### config.mk
export PLATFORM = sky130hd
export DESIGN_NAME = mod_counter
export DESIGN_NICKNAME = d
export VERILOG_FILES = /design/src/rtl/counter_pkg.sv /design/src/rtl/mod_counter_prescale.sv /design/src/rtl/mod_counter.sv
export SDC_FILE = /design/constraint.sdc
export NUM_CORES = 1
export LEC_CHECK = 0
export ABC_AREA = 0
export CAP_MARGIN = 25
export CORE_MARGIN = 10
export CORE_UTILIZATION = 30
export CTS_BUF_LIST = sky130_fd_sc_hd__clkbuf_2
export CTS_CLUSTER_SIZE = 28
export DETAILED_ROUTE_END_ITERATION = 8
export PLACE_DENSITY = 0.61
export SYNTH_ARGS = -nofsm -noshare
export SYNTH_HDL_FRONTEND = slang
export SYNTH_SLANG_ARGS = --single-unit
### constraint.sdc
create_clock -name clk -period 2.3 [get_ports clk]
set_clock_uncertainty 0.15 [all_clocks]
set_input_delay 0.23 -clock clk [delete_from_list [all_inputs] [get_ports clk]]
set_output_delay 0.23 -clock clk [all_outputs]
set_load 0.02 [all_outputs]
### src/rtl/counter_pkg.sv
// Shared constants and helpers for the modulo counter family.
// Latency: n/a (compile-time only).
// Backpressure: n/a.
package counter_pkg;

    localparam logic CNT_UP = 1'b1;
    localparam logic CNT_DN = 1'b0;

    // Minimum bits to hold 0..value-1; never returns less than 1 so the
    // result is always usable as a vector width.
    function automatic int clog2(input int value);
        int bits;
        int v;
        bits = 0;
        v    = value - 1;
        while (v > 0) begin
            bits++;
            v = v >> 1;
        end
        if (bits == 0) begin
            bits = 1;
        end
        return bits;
    endfunction

    // Parameter legality: MODULO in 2..2**WIDTH, and PRESCALE >= 2 when
    // the prescaler is actually built.
    function automatic bit params_ok(input int width, input longint modulo,
                                     input int prescale, input bit prescale_en);
        return (modulo >= 2) && (modulo <= (longint'(1) << width)) &&
               (!prescale_en || (prescale >= 2));
    endfunction

endpackage

### src/rtl/mod_counter_prescale.sv
// Divides en into one step pulse every PRESCALE en cycles; step is combinational from the prescale register.
// Latency: prescale state updates one clock after en; step is zero latency from state.
// Backpressure: none; en=0 freezes the prescaler, clr_i returns it to 0.
module mod_counter_prescale
    import counter_pkg::*;
#(
    parameter int PRESCALE = 4
) (
    input  logic clk,
    input  logic reset,
    input  logic clr_i,
    input  logic en,
    output logic step
);

    localparam int             PW   = clog2(PRESCALE);
    localparam logic [PW-1:0]  LAST = PW'(PRESCALE - 1);

    logic [PW-1:0] pcnt;

    // Step is offered on the last slot of each prescale interval.
    always_comb begin
        step = (pcnt == LAST);
    end

    // Count en cycles, wrapping to 0 after the step slot.
    always_ff @(posedge clk) begin
        if (reset || clr_i) begin
            pcnt <= '0;
        end else if (en) begin
            pcnt <= step ? '0 : pcnt + 1'b1;
        end
    end

endmodule

### src/rtl/mod_counter.sv
// Modulo-N up/down address counter with load, clear, wrap/saturate and cascadable tc (optional prescaler under MOD_COUNTER_PRESCALE_EN).
// Latency: count/wrap/sat update one clock after the qualifying input; tc is combinational, zero latency.
// Backpressure: none; en is a plain enable, chain instances by driving the next en from tc.
module mod_counter
    import counter_pkg::*;
#(
    parameter int WIDTH    = 8,
    parameter int MODULO   = 256,
    parameter int SATURATE = 0,
    parameter int PRESCALE = 4
) (
    input  logic             clk,
    input  logic             reset,
    input  logic             clr,
    input  logic             load,
    input  logic [WIDTH-1:0] load_val,
    input  logic             en,
    input  logic             up_dn,
    output logic [WIDTH-1:0] count,
    output logic             tc,
    output logic             wrap,
    output logic             sat
);

    // Limits are held one bit wider than count so MODULO == 2**WIDTH fits.
    localparam logic [WIDTH:0]   MOD_EXT = (WIDTH+1)'(MODULO);
    localparam logic [WIDTH:0]   MAX_EXT = (WIDTH+1)'(MODULO - 1);
    localparam logic [WIDTH-1:0] MAX_CNT = MAX_EXT[WIDTH-1:0];

`ifdef MOD_COUNTER_PRESCALE_EN
    localparam bit PRESCALE_ON = 1'b1;
`else
    localparam bit PRESCALE_ON = 1'b0;
`endif

    generate
        if (!params_ok(WIDTH, longint'(MODULO), PRESCALE, PRESCALE_ON)) begin : g_param_check
            $error("mod_counter: illegal WIDTH/MODULO/PRESCALE combination");
        end
    endgenerate

    logic step;

`ifdef MOD_COUNTER_PRESCALE_EN
    mod_counter_prescale #(
        .PRESCALE (PRESCALE)
    ) u_prescale (
        .clk   (clk),
        .reset (reset),
        .clr_i (clr | load),
        .en    (en),
        .step  (step)
    );
`else
    assign step = 1'b1;
`endif

    logic             at_top;
    logic             at_bot;
    logic             at_limit;
    logic             adv;
    logic [WIDTH-1:0] load_clamped;

    // Limit detection, terminal count and load clamping.
    always_comb begin
        at_top       = ({1'b0, count} == MAX_EXT);
        at_bot       = (count == '0);
        at_limit     = (up_dn == CNT_DN) ? at_bot : at_top;
        adv          = en & step;
        tc           = adv & at_limit;
        load_clamped = ({1'b0, load_val} >= MOD_EXT) ? MAX_CNT : load_val;
    end

    // Count state: reset > clr > load > enabled step; wrap is a one-cycle pulse, sat is sticky.
    always_ff @(posedge clk) begin
        if (reset || clr) begin
            count <= '0;
            wrap  <= 1'b0;
            sat   <= 1'b0;
        end else if (load) begin
            count <= load_clamped;
            wrap  <= 1'b0;
            sat   <= 1'b0;
        end else if (adv) begin
            if (at_limit) begin
                if (SATURATE != 0) begin
                    sat  <= 1'b1;
                    wrap <= 1'b0;
                end else begin
                    count <= (up_dn == CNT_UP) ? '0 : MAX_CNT;
                    wrap  <= 1'b1;
                end
            end else begin
                count <= (up_dn == CNT_UP) ? count + 1'b1 : count - 1'b1;
                wrap  <= 1'b0;
            end
        end else begin
            wrap <= 1'b0;
        end
    end

endmodule

* After elaboration in Yosys (flattened, before gate mapping)
Cells that the tools add are included.
** Storage, ports and cells
- Register bits :: 9
- Output and inout bits :: 11
** Operators by class
- Add/sub/neg operators :: 2
- Equal/unequal tests :: 1
- Mux-type cells :: 7
- Reductions and logical operators :: 4
- Bitwise operators :: 2
** Operators by type and width (number)
- $mux W8 :: 5
- $add A8 B1 Y8 const B :: 1
- $eq A8 B8 Y1 const B :: 1
- $logic_not A8 Y1 :: 1
- $sub A8 B1 Y8 const B :: 1
- $reduce_or A3 Y1 :: 1
- $mux W1 :: 2
- $reduce_bool A2 Y1 :: 1
- $and A1 B1 Y1 :: 1
- $logic_or A1 B1 Y1 :: 1
- $not A1 Y1 :: 1

* Depth between registers and ports, before layout
Gate-level depths: netlist of run 1.
- Depth in word-level cells :: 5
- Gate-level depth with buffers :: 6
- Mapped depth without buffers :: 6

* Least setup slack after synthesis of run 1
No wires, ideal clock.
- Kind :: register to output
- Start :: reg count[5]
- End :: out tc
- Stages on the path, launching flop included :: 5
- Arrival :: 1.670 ns
- Path slack :: 0.250 ns
- Cell sequence :: dfxtp_1 -> or4_4 -> nor4_4 -> nor2_1 -> nor2b_1
** On the way
- Longest elaborated chain between the ends :: 3
- Elaborated cells on any way between the ends :: 4
- Classes of those cells :: eq/ne: 1; mux: 1; bitwise: 1; reduce/logical: 1
** Ends and longest elaborated chain
- from (decl) :: line mod_counter.sv:19 : output logic [WIDTH-1:0] count,
- from (signal assigned) :: line mod_counter.sv:81 : count <= load_clamped;
- from (signal assigned) :: line mod_counter.sv:90 : count <= (up_dn == CNT_UP) ? '0 : MAX_CNT;
- from (signal assigned) :: line mod_counter.sv:94 : count <= (up_dn == CNT_UP) ? count + 1'b1 : count - 1'b1;
- $eq A8 B8 Y1 or $logic_not A8 Y1 (tied branches) :: line mod_counter.sv:66, mod_counter.sv:67
- $mux W1 * :: line mod_counter.sv:68 : at_limit = (up_dn == CNT_DN) ? at_bot : at_top;
- $and A1 B1 Y1 * :: line mod_counter.sv:70 : tc = adv & at_limit;
- to (decl) :: line mod_counter.sv:20 : output logic tc,
Mark *: on every way between the ends. The rest lies on a longest branch, timed or not.

* Worst setup path after layout of run 1
- Start :: reg count[1]
- End :: out tc
The elaborated chain is that of the path after synthesis.

==> results of run 1 <==
placed cells by master, fill, tap and decap left out, types with 2 or more instances in the layout:
| cell type | Yosys | routed |
|---|---|---|
| buf_4 | 1 | 22 |
| a32oi_1 | 2 | 2 |
| o21a_1 | 2 | 2 |
| o31ai_1 | 2 | 2 |
| nand2_1 | 7 | 7 |
| o21bai_1 | 2 | 2 |
| xor2_1 | 2 | 2 |
| or4_4 | 2 | 2 |
| nand3_1 | 7 | 7 |
| nand2b_1 | 2 | 2 |
| nor2_1 | 9 | 8 |
| or2_2 | 3 | 3 |
| clkbuf_2 | 0 | 4 |
| a211oi_1 | 4 | 4 |
| inv_1 | 2 | 2 |
| a21oi_1 | 5 | 5 |
| nor3_1 | 2 | 2 |
| o21ai_0 | 10 | 10 |
| dfxtp_1 | 9 | 8 |
| clkdlybuf4s50_1 | 0 | 22 |
| a31oi_1 | 3 | 3 |
| ha_1 | 6 | 6 |
| o21ai_1 | 4 | 4 |
power breakdown:
part           internal [mW]  switching [mW]  leakage, nW
logic                  0.119           0.112        0.409
clock network         0.0462          0.0612       0.0166
registers              0.164         0.00690       0.0741
total                  0.329           0.180        0.500
area by class of cell:
class                      instances  area [um^2]
clock buffer                       4         20.0
inverter                           2         7.51
tap                               30         37.5
fill                             256         1280
multi-input combinational         88          607
timing repair buffer              44          385
sequential                         9          181
logic make-up after synthesis:
logic type | count (synthesis) | synth area share, %
AOI/OAI and AO/OA | 38 | 32.1
xor gates and xnor gates | 3 | 3.26
adders and majority gates | 7 | 11.8
buffers and inverters | 5 | 2.79
DFF | 9 | 22.3
other | 1 | 0.465
and+or+nand+nor | 39 | 27.3
worst max-delay path, stage by stage (launching register included):
cell	delay [ns]
dfxtp_2	0.33
or4_4	0.56
nor4_4	0.31
nor2_2	0.06
nor2b_1	0.14
buf_4	0.15
routing by layer:
metal	global-route usage [%]	wire, um	up-vias
met3	5.79	218	4
li1	-	-	475
met5	0	0	-
met2	15.7	1210	23
met4	2.80	40	0
met1	12.6	1180	430
timing repair:
| item | in CTS | in global routing |
|---|---|---|
| setup endpoints to repair | 1 | 1 |
| hold buffers | 0 | 0 |
| setup buffers | 0 | 2 |
| pin swaps | 0 | 3 |
| resized for setup | 4 | 3 |
through the flow:
stage | cells | power [mW] | util, %
after floorplan | 102 | 0.294 | -
after global placement | 171 | 0.395 | 47.7
after detailed placement | 171 | 0.397 | 47.7
after CTS | 175 | 0.506 | 48.3
after global routing | 177 | 0.549 | 49.1
final | 177 | 0.509 | 49.1
cell usage after synthesis (all sizes together) (2+ instances only):
| master | number |
|---|---|
| xor2 | 2 |
| inv | 2 |
| ha | 6 |
| nand3 | 7 |
| or4 | 2 |
| o21bai | 2 |
| o21ai | 14 |
| o31ai | 2 |
| a31oi | 3 |
| nor4 | 2 |
| clkbuf | 2 |
| a211oi | 4 |
| nand2 | 7 |
| nor2 | 9 |
| a21oi | 5 |
| dfxtp | 9 |
| a32oi | 2 |
| o21a | 2 |
| nand2b | 2 |
| nor3 | 2 |
| or2 | 3 |
worst max-delay path by stage:
stage | depth (start not counted) | startpoint | to | slack [ns]
6_report | 5 | count[1]$_SDFFE_PP0P_ | tc | 0.12
5_1_grt | 5 | count[1]$_SDFFE_PP0P_ | tc | -0.03
4_1_cts | 5 | count[5]$_SDFFE_PP0P_ | tc | 0.10
3_5_place_dp | 6 | up_dn | tc | -0.19
3_3_place_gp | 6 | up_dn | tc | -0.17
2_1_floorplan | 4 | count[5]$_SDFFE_PP0P_ | tc | 0.25
flip-flops by register name, indices dropped and copies added, names as in the netlist:
name	count
count	8
wrap	1
==> flow_summary.ini, run 1 <==
[status]
status = completed

[clock_network]
clockBufferDepth = 2
tritoncts = yes
clk_latency_ns = 0.25
htreeDepth = 1
cts_buffers = 3
cts.sinks = 9
clk_pin_slew_ns = 0.10
clockRootBuffer = clkbuf_2

[floorplanning]
start_util_pct = 32.0
die_w_um = 71.9
die_h_um = 71.9
die-area_um2 = 5160
io_pins = 25
rows = 18
core_area_um2 = 2520

[pwr]
ir_drop_v = 0.000326
p_leak_nw = 0.500
power_density_nw_per_um2 = 411

[critical_path]
required_ns = 1.92
cp-start-kind = register
path_class = register to output port
r2r-end = count[6]$_SDFFE_PP0P_
critPathCaptureType = output port
r2r_setup_slack_ns = 0.32
cp_max_fo = 2
arrival_ns = 1.80
r2r-start = count[0]$_SDFFE_PP0P_
r2r_cells = 6

[yosys]
synthDistinctLibCells = 36
synth.top_cell.area_share_pct = 22.3
ys_ff_latch = 9
syn_avg_cell_area_um2 = 7.91
async_flop_share_pct = 0
yosysTopAreaCell = dfxtp_1
syn-num-nets = 123
ys_seq_area_share_pct = 22.3
ys_warn_count = 0
syn_inst = 102
synth_flop_cell = dfxtp_1
synth_edf_count = 0
ys_top_cells_by_area = dfxtp_1, ha_1, o21ai_0
syn-cell-area_um2 = 807

[global_route]
overflow = 0
antenna_found_initial = 0
grt_max_degree = 15
gr-usage-all-layers_pct = 10.5
grt_pass1_wl_um = 4430
grt_pass1_vias = 920

[worst_hold_path]
min_path_type = input pin to register
hold_path_depth = 3
hold_end = count[3]$_SDFFE_PP0P_
min_from = load_val[3]

[drt]
wl_per_cell_um = 15.0
drtPass1Iterations = 4
vias = 932
vias_per_cell = 5.27
drc_errors = 0
drt_iter0_drc = 53
ant_nets = 0
totalWireLength_um = 2650

[place]
place_area_um2 = 1200
pre_cts_ws_ns = -0.194
io_buffers = 23
gp_congestion = 0.853
dpl.hpwl_um = 2110

[run]
drv_cap = 0

[cells_and_area]
antenna_cells = 0
area_growth_pct = 53.5
drive_gt1_share_pct = 23.8
layout.nets = 169
fin_area_um2 = 1240

[timing]
rsz0062_at_grt = true
fin_tns_setup_ns = 0
hold_violations = 0
tightest_slew_ns = 0.540
fin_crit_sh_pct = 94.9
slew_headroom_pct = 63.9
slew_violations = 0
finalSetupViolations = 0
fin_ws_ns = 0.118
worst_hold_slack_ns = 0.393
min_period_ns = 2.18
fmax_mhz = 458
Power figures use the tool's default switching activity.
==> run 2: changes to the inputs <==
clock period = 2.5 ns   (was 2.3 ns; I/O delays follow)
==> run 2 against run 1 <==
Against the previous run: core utilization fell by 2.8 points; register-to-register slack gained 0.13 ns; die area is the same; cell area shrank 5.7%; clock power is 7% lower; critical path type unchanged.
==> flow_summary.ini, run 2 (synthesized netlist as in run 1, its figures left out) <==
[clock_network]
clockRootBuffer = clkbuf_2
ctsResizeCount = 1
cts.sinks = 9
holdBufCountCts = 0
htreeDepth = 1
tritoncts = yes
clk_pin_slew_ns = 0.12
postCtsSetupRepairBufs = 0
clockBufferDepth = 2
cts_buffers = 3
clk_latency_ns = 0.27

[cells_and_area]
largest-register = count
drive_gt1_share_pct = 16.7
fin_area_um2 = 1170
layout.nets = 160
area_growth_pct = 44.8
antenna_cells = 0
final_common_cell = clkdlybuf4s50_1
largest_reg_flops = 8
final_cell_mix = clkdlybuf4s50_1, buf_4, o21ai_0, nor2_1, dfxtp_1
largest_registers = count (8), wrap (1)

[critical_path]
path_class = register to output port
required_ns = 2.10
cp_max_fo = 2
critPathCaptureType = output port
max_stage_delay_ns = 0.57
cp-start-kind = register
worst_path_max_delay_cell = or4_4
arrival_ns = 1.98
crit_chain = or4_4 -> nor4_4 -> nor2_1 -> nor2b_1 -> dlygate4sd2_1

[timing]
rsz0062_at_grt = false
finalSetupViolations = 0
min_period_ns = 2.38
worst_hold_slack_ns = 0.389
hold_violations = 0
fin_tns_setup_ns = 0
fin_ws_ns = 0.117
fin_crit_sh_pct = 95.3
slew_violations = 0
fmax_mhz = 420

[floorplanning]
start_util_pct = 32.0
die_h_um = 71.9
core_area_um2 = 2520
die-area_um2 = 5160
die_w_um = 71.9
rows = 18
io_pins = 25

[global_route]
grt_max_degree = 15
gr-usage-all-layers_pct = 10.3
use_met3_pct = 4.55
use_met2_pct = 16.9
grt_pass1_vias = 968
gr-usage-met1_pct = 11.7
antenna_found_initial = 0
grt_pass1_wl_um = 4440
grt_busiest_layer = met2
overflow = 0

[drt]
drt_iter0_drc = 46
ant_nets = 0
vias_per_cell = 5.38
wl_per_cell_um = 15.3
drtPass1Iterations = 4
drc_errors = 0
vias = 903
totalWireLength_um = 2570

[place]
dpl.hpwl_um = 2050
place_area_um2 = 1150
gp_congestion = 0.811
pre_cts_ws_ns = 0.0155
io_buffers = 23

[worst_hold_path]
min_path_type = input pin to register

[pwr]
fin_total_pwr_mw = 0.449
p_leak_nw = 0.458
power_density_nw_per_um2 = 384
ir_drop_v = 0.000306

[run]
drv_cap = 0

[status]
status = completed
-- run 2: path summary, 6_finish.rpt --
check | cells after the start | from | endpoint | slack [ns]
setup reg to reg | 6 | count[1]$_SDFFE_PP0P_ | count[7]$_SDFFE_PP0P_ | 0.45
hold reg to reg | 2 | count[4]$_SDFFE_PP0P_ | count[4]$_SDFFE_PP0P_ | 0.50
setup / recovery | 5 | count[5]$_SDFFE_PP0P_ | tc | 0.12
hold / removal | 3 | load_val[2] | count[2]$_SDFFE_PP0P_ | 0.39
-- run 2: where the power goes --
| part | leakage (nW) | switching, mW | internal [mW] |
|---|---|---|---|
| Combinational | 0.368 | 0.0991 | 0.0933 |
| Clock | 0.0164 | 0.0628 | 0.0362 |
| Sequential | 0.0737 | 0.00635 | 0.151 |
| Total | 0.458 | 0.168 | 0.281 |
-- run 2: metrics by stage --
| step | cells | util, % |
|---|---|---|
| floorplan | 102 | - |
| global placement | 164 | 45.6 |
| detailed placement | 164 | 45.6 |
| CTS | 168 | 46.3 |
| global route | 168 | 46.3 |
| finish | 168 | 46.3 |
-- run 2: layout make-up --
type | instances | area, um^2
Sequential cell | 9 | 180
Tap cell | 30 | 37.5
Clock inverter | 1 | 5.00
Multi-Input combinational cell | 88 | 604
Inverter | 2 | 7.51
Fill cell | 266 | 1350
Timing Repair Buffer | 35 | 319
Clock buffer | 3 | 15.0
-- run 2: critical path: cells and delay by family (launching register included) --
family / cells / cell delay [ns]
and+or+nand+nor: 4 / 1.05
buffers and inverters: 1 / 0.34
DFF: 1 / 0.33
-- run 2: routing by layer --
metal / vias to the layer above / wire length [um]
met2: 31 / 1190
met3: 4 / 208
li1: 463 / -
met1: 405 / 1160
met4: 0 / 18
met5: - / 0
==> run 3: changes to the inputs <==
CAP_MARGIN = 20   (was 25)
CTS_BUF_LIST = sky130_fd_sc_hd__clkbuf_4 sky130_fd_sc_hd__clkbuf_8   (was sky130_fd_sc_hd__clkbuf_2)
==> run 3 against run 2 <==
Against the previous run: cell count is the same; global-route usage stayed put; count of clock-buffer cells in the layout is the same; non-clock buffer count stayed put; critical path depth unchanged; sequential power about the same; wire length increased by 0.12%; critical path type unchanged; highest routed layer unchanged.
==> flow_summary.ini, run 3 (synthesized netlist as in run 1, its figures left out) <==
[status]
status = completed

[clock_network]
htreeDepth = 1
clk_latency_ns = 0.27
cts.sinks = 9
tritoncts = yes
clockRootBuffer = clkbuf_4
clockBufferDepth = 2
clk_pin_slew_ns = 0.08
cts_buffers = 3
holdBufCountCts = 0

[cells_and_area]
drive_gt1_share_pct = 16.7
largest_reg_flops = 8
final_cells = 168
largest_registers = count (8), wrap (1)
antenna_cells = 0
fin_area_um2 = 1180
layout.nets = 160
final_util_pct = 46.6
final_common_cell = clkdlybuf4s50_1
final_cell_mix = clkdlybuf4s50_1, buf_4, o21ai_0, nor2_1, dfxtp_1
largest-register = count
area_growth_pct = 45.7

[global_route]
overflow = 0
grt_pass1_vias = 968
antenna_found_initial = 0
grt_pass1_wl_um = 4440
grt_max_degree = 15
gr-usage-all-layers_pct = 10.3

[place]
gp_congestion = 0.811
pre_cts_ws_ns = 0.0155
dpl.hpwl_um = 2050
place_inst = 164
place_area_um2 = 1150
io_buffers = 23

[worst_hold_path]
hold_end = count[2]$_SDFFE_PP0P_
min_from = load_val[2]
hold_path_depth = 3
min_path_type = input pin to register

[floorplanning]
die_h_um = 71.9
die-area_um2 = 5160
io_pins = 25
core_area_um2 = 2520
die_w_um = 71.9
start_util_pct = 32.0
rows = 18

[critical_path]
arrival_ns = 1.97
r2r_cells = 6
required_ns = 2.10
r2r_setup_slack_ns = 0.47
cp-start-kind = register
cp_max_fo = 2
r2r-end = count[7]$_SDFFE_PP0P_
critPathCaptureType = output port
r2r-start = count[1]$_SDFFE_PP0P_
path_class = register to output port

[timing]
tightest_slew_ns = 0.495
slew_violations = 0
min_period_ns = 2.37
fin_tns_setup_ns = 0
slew_headroom_pct = 66.9
finalSetupViolations = 0
rsz0062_at_grt = false
fmax_mhz = 422
fin_ws_ns = 0.133
hold_violations = 0
worst_hold_slack_ns = 0.395
fin_crit_sh_pct = 94.7

[drt]
vias_per_cell = 5.39
ant_nets = 0
drc_errors = 0
drt_iter0_drc = 45
vias = 906
drtPass1Iterations = 4
wl_per_cell_um = 15.3
totalWireLength_um = 2570

[pwr]
fin_total_pwr_mw = 0.471
power_density_nw_per_um2 = 400
p_leak_nw = 0.459
ir_drop_v = 0.000339

[run]
drv_cap = 0
run 3: cell types whose count changed in the layout (fill, tap and decap cells not counted):
cell      before  now
clkbuf_2       3    0
clkbuf_4       0    3
run 3: timing repair:
action	in CTS	in global routing
setup endpoints to repair	1	0
buffers inserted	0	0
resized for setup	1	0
run 3: critical path, stage by stage, from the launching register on:
cell           delay [ns]
dfxtp_1              0.31
or4_4                0.57
nor4_4               0.25
nor2_1               0.11
nor2b_1              0.12
dlygate4sd2_1        0.34
run 3: where the power goes:
group / switching, mW / internal [mW] / leakage, nW
Sequential: 0.00631 / 0.151 / 0.0737
Combinational: 0.0993 / 0.0933 / 0.368
Clock: 0.0614 / 0.0593 / 0.0177
run 3: area by class of cell:
class,count,area (um^2)
Multi-Input combinational cell,88,604
Sequential cell,9,180
Timing Repair Buffer,35,319
Fill cell,264,1350
Clock inverter,1,5.00
Inverter,2,7.51
Clock buffer,3,22.5
Tap cell,30,37.5
run 3: routing by layer:
layer,GRT usage (%),part of all wire [%],vias to the layer above
li1,-,-,463
met1,11.7,44,402
met2,16.9,46,37
met3,4.55,9.4,4
met4,3.23,0.70,0
met5,0,0,-
run 3: how the worst max path moves through the flow:
stage / from / to / slack (ns) / cells after the start
floorplan: count[5]$_SDFFE_PP0P_ / tc / 0.43 / 4
global placement: up_dn / count[6]$_SDFFE_PP0P_ / 0.04 / 7
detailed placement: up_dn / count[6]$_SDFFE_PP0P_ / 0.02 / 7
CTS: count[5]$_SDFFE_PP0P_ / tc / 0.11 / 5
global route: count[5]$_SDFFE_PP0P_ / tc / 0.05 / 5
finish: count[5]$_SDFFE_PP0P_ / tc / 0.13 / 5
